[src/rtl/mem_arb_pkg.sv]
// Shared types for the unified-memory port arbiter: FSM states and grant encoding.
package mem_arb_pkg;

  typedef enum logic [1:0] {IDLE, ACCESS, WAIT, RESP} state_t;
  typedef enum logic {GNT_CPU, GNT_DMA} grant_t;

  // Wide enough for MEM_LAT-1 with MEM_LAT up to 8
  localparam int unsigned CNT_W = 3;

endpackage

[src/rtl/mem_port_arbiter_arb2_rr.sv]
// Combinational two-way picker: sole requester wins, ties go round-robin or to the CPU.
module arb2_rr
  import mem_arb_pkg::*;
(
  input  logic [1:0] req,
  input  grant_t     last_grant,
  input  logic       fixed_prio,
  output grant_t     grant
);

  always_comb begin
    grant = GNT_CPU;
    case (req)
      2'b10:   grant = GNT_DMA;
      2'b11:   if (!fixed_prio && last_grant == GNT_CPU) grant = GNT_DMA;
      default: grant = GNT_CPU;
    endcase
  end

endmodule

[src/rtl/mem_port_arbiter.sv]
// Shares one memory between the core's memory port and a DMA/loader port,
// one transaction in flight: issue, wait out the read latency, respond.
module mem_port_arbiter
  import mem_arb_pkg::*;
#(
  parameter int unsigned AW         = 32,
  parameter int unsigned DW         = 32,
  parameter int unsigned MEM_LAT    = 2,
  parameter int unsigned FIXED_PRIO = 0
) (
  input  logic            clk,
  input  logic            reset,
  input  logic            cpu_req,
  input  logic            cpu_we,
  input  logic [AW-1:0]   cpu_addr,
  input  logic [DW-1:0]   cpu_wdata,
  input  logic [DW/8-1:0] cpu_wmask,
  output logic            cpu_ack,
  output logic [DW-1:0]   cpu_rdata,
  input  logic            dma_req,
  input  logic            dma_we,
  input  logic [AW-1:0]   dma_addr,
  input  logic [DW-1:0]   dma_wdata,
  input  logic [DW/8-1:0] dma_wmask,
  output logic            dma_ack,
  output logic [DW-1:0]   dma_rdata,
  output logic            mem_en,
  output logic            mem_we,
  output logic [AW-1:0]   mem_addr,
  output logic [DW-1:0]   mem_wdata,
  output logic [DW/8-1:0] mem_wmask,
  input  logic [DW-1:0]   mem_rdata
);

  state_t             state;
  grant_t             last_grant;
  grant_t             gnt_q;
  grant_t             pick;
  logic               we_q;
  logic [CNT_W-1:0]   cnt;
  logic [DW-1:0]      rdata_q;

  arb2_rr u_arb (
    .req        ({dma_req, cpu_req}),
    .last_grant (last_grant),
    .fixed_prio (FIXED_PRIO != 0),
    .grant      (pick)
  );

  // mem_addr/wdata/wmask double as the latch registers and hold between transactions
  always_ff @(posedge clk or posedge reset) begin
    if (reset) begin
      state      <= IDLE;
      last_grant <= GNT_DMA;
      gnt_q      <= GNT_CPU;
      we_q       <= 1'b0;
      cnt        <= '0;
      rdata_q    <= '0;
      cpu_ack    <= 1'b0;
      cpu_rdata  <= '0;
      dma_ack    <= 1'b0;
      dma_rdata  <= '0;
      mem_en     <= 1'b0;
      mem_we     <= 1'b0;
      mem_addr   <= '0;
      mem_wdata  <= '0;
      mem_wmask  <= '0;
    end else begin
      cpu_ack   <= 1'b0;
      dma_ack   <= 1'b0;
      cpu_rdata <= '0;
      dma_rdata <= '0;
      mem_en    <= 1'b0;
      mem_we    <= 1'b0;
      case (state)
        IDLE: begin
          if (cpu_req || dma_req) begin
            gnt_q      <= pick;
            last_grant <= pick;
            mem_en     <= 1'b1;
            state      <= ACCESS;
            if (pick == GNT_DMA) begin
              we_q      <= dma_we;
              mem_we    <= dma_we;
              mem_addr  <= dma_addr;
              mem_wdata <= dma_wdata;
              mem_wmask <= dma_wmask;
            end else begin
              we_q      <= cpu_we;
              mem_we    <= cpu_we;
              mem_addr  <= cpu_addr;
              mem_wdata <= cpu_wdata;
              mem_wmask <= cpu_wmask;
            end
          end
        end
        ACCESS: begin
          if (we_q) begin
            state <= RESP;
            if (gnt_q == GNT_DMA) begin
              dma_ack   <= 1'b1;
              dma_rdata <= rdata_q;
            end else begin
              cpu_ack   <= 1'b1;
              cpu_rdata <= rdata_q;
            end
          end else begin
            cnt   <= CNT_W'(MEM_LAT - 1);
            state <= WAIT;
          end
        end
        WAIT: begin
          if (cnt == '0) begin
            rdata_q <= mem_rdata;
            state   <= RESP;
            if (gnt_q == GNT_DMA) begin
              dma_ack   <= 1'b1;
              dma_rdata <= mem_rdata;
            end else begin
              cpu_ack   <= 1'b1;
              cpu_rdata <= mem_rdata;
            end
          end else begin
            cnt <= cnt - CNT_W'(1);
          end
        end
        RESP:    state <= IDLE;
        default: state <= IDLE;
      endcase
    end
  end

endmodule

[config.mk]
export PLATFORM = sky130hd
export DESIGN_NAME = mem_port_arbiter
export DESIGN_NICKNAME = d
export VERILOG_FILES = /design/src/rtl/mem_arb_pkg.sv /design/src/rtl/mem_port_arbiter_arb2_rr.sv /design/src/rtl/mem_port_arbiter.sv
export SDC_FILE = /design/constraint.sdc
export NUM_CORES = 1
export LEC_CHECK = 0
export BUFFER_PORTS_ARGS = -buffer_cell sky130_fd_sc_hd__buf_2
export CAP_MARGIN = 20
export CORE_MARGIN = 5
export CORE_UTILIZATION = 43
export DETAILED_ROUTE_END_ITERATION = 6
export GPL_ROUTABILITY_DRIVEN = 0
export PLACE_DENSITY = 0.76
export SYNTH_ARGS = -nofsm -noshare
export SYNTH_HDL_FRONTEND = slang
export SYNTH_HIERARCHICAL = 1
export SYNTH_SLANG_ARGS = --single-unit
[constraint.sdc]
create_clock -name clk -period 5.2 [get_ports clk]
set_input_delay 0.52 -clock clk [delete_from_list [all_inputs] [get_ports clk]]
set_output_delay 0.52 -clock clk [all_outputs]
set_load 0.01 [all_outputs]
Word-level counts from Yosys, hierarchy flattened
Index checks and enable logic that the tools add are counted.

Output and inout bits: 136. Flip-flop bits (word level): 176.

Add/sub/neg operators: 1. Reduce and logical (&&, ||, !) cells: 8. Muxes and demuxes: 35. Eq/ne operators: 9.

Operator list (count): $mux 32 (10); $pmux 32 s2 (2); $mux 1 (13); $eq 2x2->1 const B (4); $ne 2x2->1 const B (4); $pmux 2 s4 (1); $mux 3 (2); $pmux 1 s2 (3); $pmux 3 s2 (1); $reduce_and 2->1 (3); $mux 2 (2); $mux 4 (1); $logic_not 3->1 (1); $reduce_and 3->1 (1); $sub 3x1->3 const B (1); $eq 2x1->1 const B (1); $logic_not 2->1 (1); $reduce_bool 2->1 (1); $logic_or 1x1->1 (1).

Longest topological paths before layout
Depth after elaboration: 5. Gate-level depth with buffers: 9.

Cells and area by module
Netlist, hierarchy kept.

Modules (own cells, without submodules): mem_port_arbiter (instances 1, cells each 605, area each 7164.4 µm², seq. area each 4405.5 µm²); arb2_rr (instances 1, cells each 2, area each 11.3 µm², seq. area each 0.0 µm²).

Worst setup path before layout
Ideal clock, no wire load.

Path kind: register to register. Start point: register cnt[0]. End point: register rdata_q[0]. Setup time: 0.125 ns. Buffers on the path: 3. Arrival time: 1.590 ns. Required time: 5.075 ns. Stages on the path, launching flop included: 9. Period minus slack after synthesis: 1.715 ns. Path slack: 3.485 ns. Cells stage by stage: dfrtp_1 -> inv_1 -> ha_1 -> ha_1 -> buf_6 -> and2_4 -> buf_8 -> buf_8 -> mux2_4.

Word-level cells in the longest chain between the ends: 2.

Ends and longest elaborated chain: start: declaration (line mem_port_arbiter.sv:40) `logic [CNT_W-1:0] cnt;`; start signal: assignment (line mem_port_arbiter.sv:108) `cnt <= CNT_W'(MEM_LAT - 1);`; start signal: assignment (line mem_port_arbiter.sv:124) `cnt <= cnt - CNT_W'(1);`; $logic_not 3->1 (line mem_port_arbiter.sv:113) `if (cnt == '0) begin`; $reduce_and 2->1 (no source line); end signal: assignment (line mem_port_arbiter.sv:114) `rdata_q <= mem_rdata;`; end: declaration (line mem_port_arbiter.sv:41) `logic [DW-1:0] rdata_q;`.

Every way passes these cells. A chain may end at the register's enable or synchronous reset.

Worst setup path in the final report
Start point: register cnt[0]. End point: register rdata_q[14].

Same word-level chain as after synthesis.

==> impl_metrics.json <==
{
  "status": "completed",
  "wl_per_cell_um": 15.3,
  "slowest_delay_ns": 0.69,
  "synth_edf_count": 0,
  "post_drt_via_cell_ratio": 4.73,
  "setup-tns-final_ns": 0,
  "grt_max_degree": 177,
  "regArea_mm2": 0.00441,
  "grt_setup_unrepaired": "no",
  "dp_hpwl_um": 12900,
  "multi_input_area_mm2": 0.00248,
  "cp.arrival_ns": 2.50,
  "hold_slack_ns": 0.294,
  "synth_cells": 607,
  "cp.required_ns": 5.50,
  "area_growth_pct": 32.0,
  "die_y_um": 139,
  "clk_latency_ns": 0.42,
  "cts_resized": 0,
  "clk_path_buf_depth": 2,
  "cts-root-buf": "clkbuf_16",
  "antenna_cells": 0,
  "post-cts-setup-buffers": 0,
  "numCtsBuffers": 17,
  "power.switching_mw": 1.84,
  "power_density_mw_per_mm2": 546,
  "synth_top_family_by_area": "multiplexers",
  "path_common_cell": "ha_1",
  "vdd_drop_max_v": 0.000259,
  "drive_gt1_frac": 0.425,
  "finalHoldViolations": 0,
  "grt_pass1_vias": 5332,
  "pin_count": 310,
  "synth_nets": 787,
  "avgSynthCellArea_um2": 11.8,
  "ant_nets": 0,
  "slowest_stage": "and2_4",
  "cap_violations": 0,
  "mostFrequentLayoutCell": "buf_2",
  "synthArstFlopShare": 1.00,
  "io_buffers": 309,
  "clkSlewWorstSetupHoldPaths_ns": 0.07,
  "yosys.area_share.simple": 0.0853,
  "wirelength_um": 17300,
  "min_period_ns": 2.20,
  "ys_ff_latch": 176,
  "synthAdderAreaFrac": 0.0105,
  "ys_types": 36,
  "setup_slack_ns": 3.00,
  "grt_usage": 0.179,
  "start_util": 0.436,
  "final_cell_mix": "buf_2, dfrtp_1, nand2_1",
  "utilization": 0.575,
  "worst_slew_pin_slew_ns": 0.977,
  "antenna_found_initial": 1,
  "core-area_mm2": 0.0165,
  "nets": 1080,
  "holdCritPathClass": "in2async",
  "finalCritPeriodShare": 0.423,
  "crit_type": "reg2reg",
  "crit_start": "cnt[0]",
  "hold_buffers": 0,
  "synth-warning-count": 6,
  "r2r-start": "cnt[0]",
  "vias": 5358,
  "max_freq_mhz": 454,
  "dieArea_mm2": 0.0194,
  "overflow": 0,
  "cts_tree": "done",
  "p_int_mw": 3.33,
  "finClkSkew_ns": 0.00948,
  "drt-initial-drc-count": 185,
  "reg2reg_slack_ns": 3.00,
  "setup_viol": 0,
  "seq_power_share": 0.403,
  "num_rows": 47,
  "end_kind": "flip-flop",
  "start_kind": "flip-flop",
  "pre_cts_slack_ns": 2.92,
  "synth-compound-area-share": 0.0954,
  "p_leak_nw": 4.96,
  "cp_cell_sequence": "inv_1, ha_1, ha_1, and2_4, mux2_2",
  "synth_xor_area_frac": 0,
  "syn-cell-area_mm2": 0.00718,
  "drcViolationCount": 0,
  "path_max_fanout": 66,
  "combPwrFrac": 0.340,
  "die_width_um": 139,
  "p_clk_frac": 0.257,
  "synthMuxAreaShare": 0.153,
  "cts_sinks": 176,
  "ys_seq_area_frac": 0.614,
  "switching_share": 0.356,
  "firstDrtPassIters": 4,
  "htreeDepth": 4,
  "grt_pass1_wl_um": 27700,
  "relSlewSlack": 0.349,
  "fill_cells": 1387,
  "drv_slew": 0,
  "ys.flop_type": "dfrtp_1"
}
critical path: cells and delay by family (launching register included):
family	cells	cell delay, ns
mux	1	0.41
buf+inv	1	0.08
fa+ha+maj	2	0.46
simple gates	1	0.69
flops	1	0.39
power groups by stage:
stage | combinational [mW] | sequential (mW) | clock (mW)
final | 1.76 | 2.08 | 1.33
after global routing | 1.95 | 2.14 | 1.42
after CTS | 1.79 | 2.09 | 1.36
after detailed placement | 1.79 | 2.11 | 0
after global placement | 1.73 | 2.09 | 0
after floorplan | 0.987 | 2.24 | 0
cells in the mapped netlist (all sizes together), types with 2 or more instances:
library cell	n	share of area
o211ai	2	0.0021
nor3	2	0.0014
nand2	74	0.039
clkbuf	12	0.0065
inv	8	0.0042
o21ai	72	0.050
a21oi	5	0.0035
buf	30	0.031
mux2i	70	0.098
a22oi	33	0.035
and2	3	0.0030
ha	6	0.010
mux2	33	0.055
dfrtp	175	0.61
nor3b	2	0.0021
nor2	70	0.037
sequential cells by signal (all words and copies together), names as in the netlist:
name and flops:
last_grant 1, cnt 3, we_q 1, dma_ack 1
state 2, mem_en 1, mem_we 1, gnt_q 1
dma_rdata 32, mem_wdata 32, cpu_rdata 32, mem_wmask 4
rdata_q 32, mem_addr 32, cpu_ack 1
cells by family (layout without fill, tap and decap cells):
family,after synthesis,in the layout
flip-flops,176,176
AND/OR/NAND/NOR,155,155
AO/OA/AOI/OAI,116,116
multiplexers,103,103
buffers and inverters,50,356
adder cells (fa/ha/maj),6,6
other,1,1
worst paths after layout:
check                                     end  depth (start not counted)
worst max-delay path              rdata_q[14]                          5
worst min-delay path               rdata_q[2]                          3
worst max register to register    rdata_q[14]                          5
worst min register to register   mem_wdata[3]                          2
max in group asynchronous       cpu_rdata[16]                          3
min in group clk                  rdata_q[28]                          2
metal layers:
layer / wire (µm) / up-vias / GRT usage
li1: - / 2651 / -
met2: 8370 / 227 / 0.286
met1: 7260 / 2452 / 0.234
met3: 1230 / 26 / 0.0462
met5: 13 / - / 0
met4: 423 / 2 / 0.0742
per-stage QoR:
stage	instance area (µm²)	power, mW	cells
after floorplan	7180	3.23	607
after global placement	8790	3.83	1099
after detailed placement	8810	3.90	1100
after CTS	9450	5.24	1132
after global routing	9470	5.51	1133
final	9470	5.17	1133
area by class of cell:
cell class,count,area share
Clock buffer,18,0.0464
Timing Repair Buffer,316,0.174
Clock inverter,14,0.0202
Multi-Input combinational cell,381,0.262
Tap cell,220,0.0291
Inverter,8,0.00357
Sequential cell,176,0.465
(Power assumes the default switching activity.)
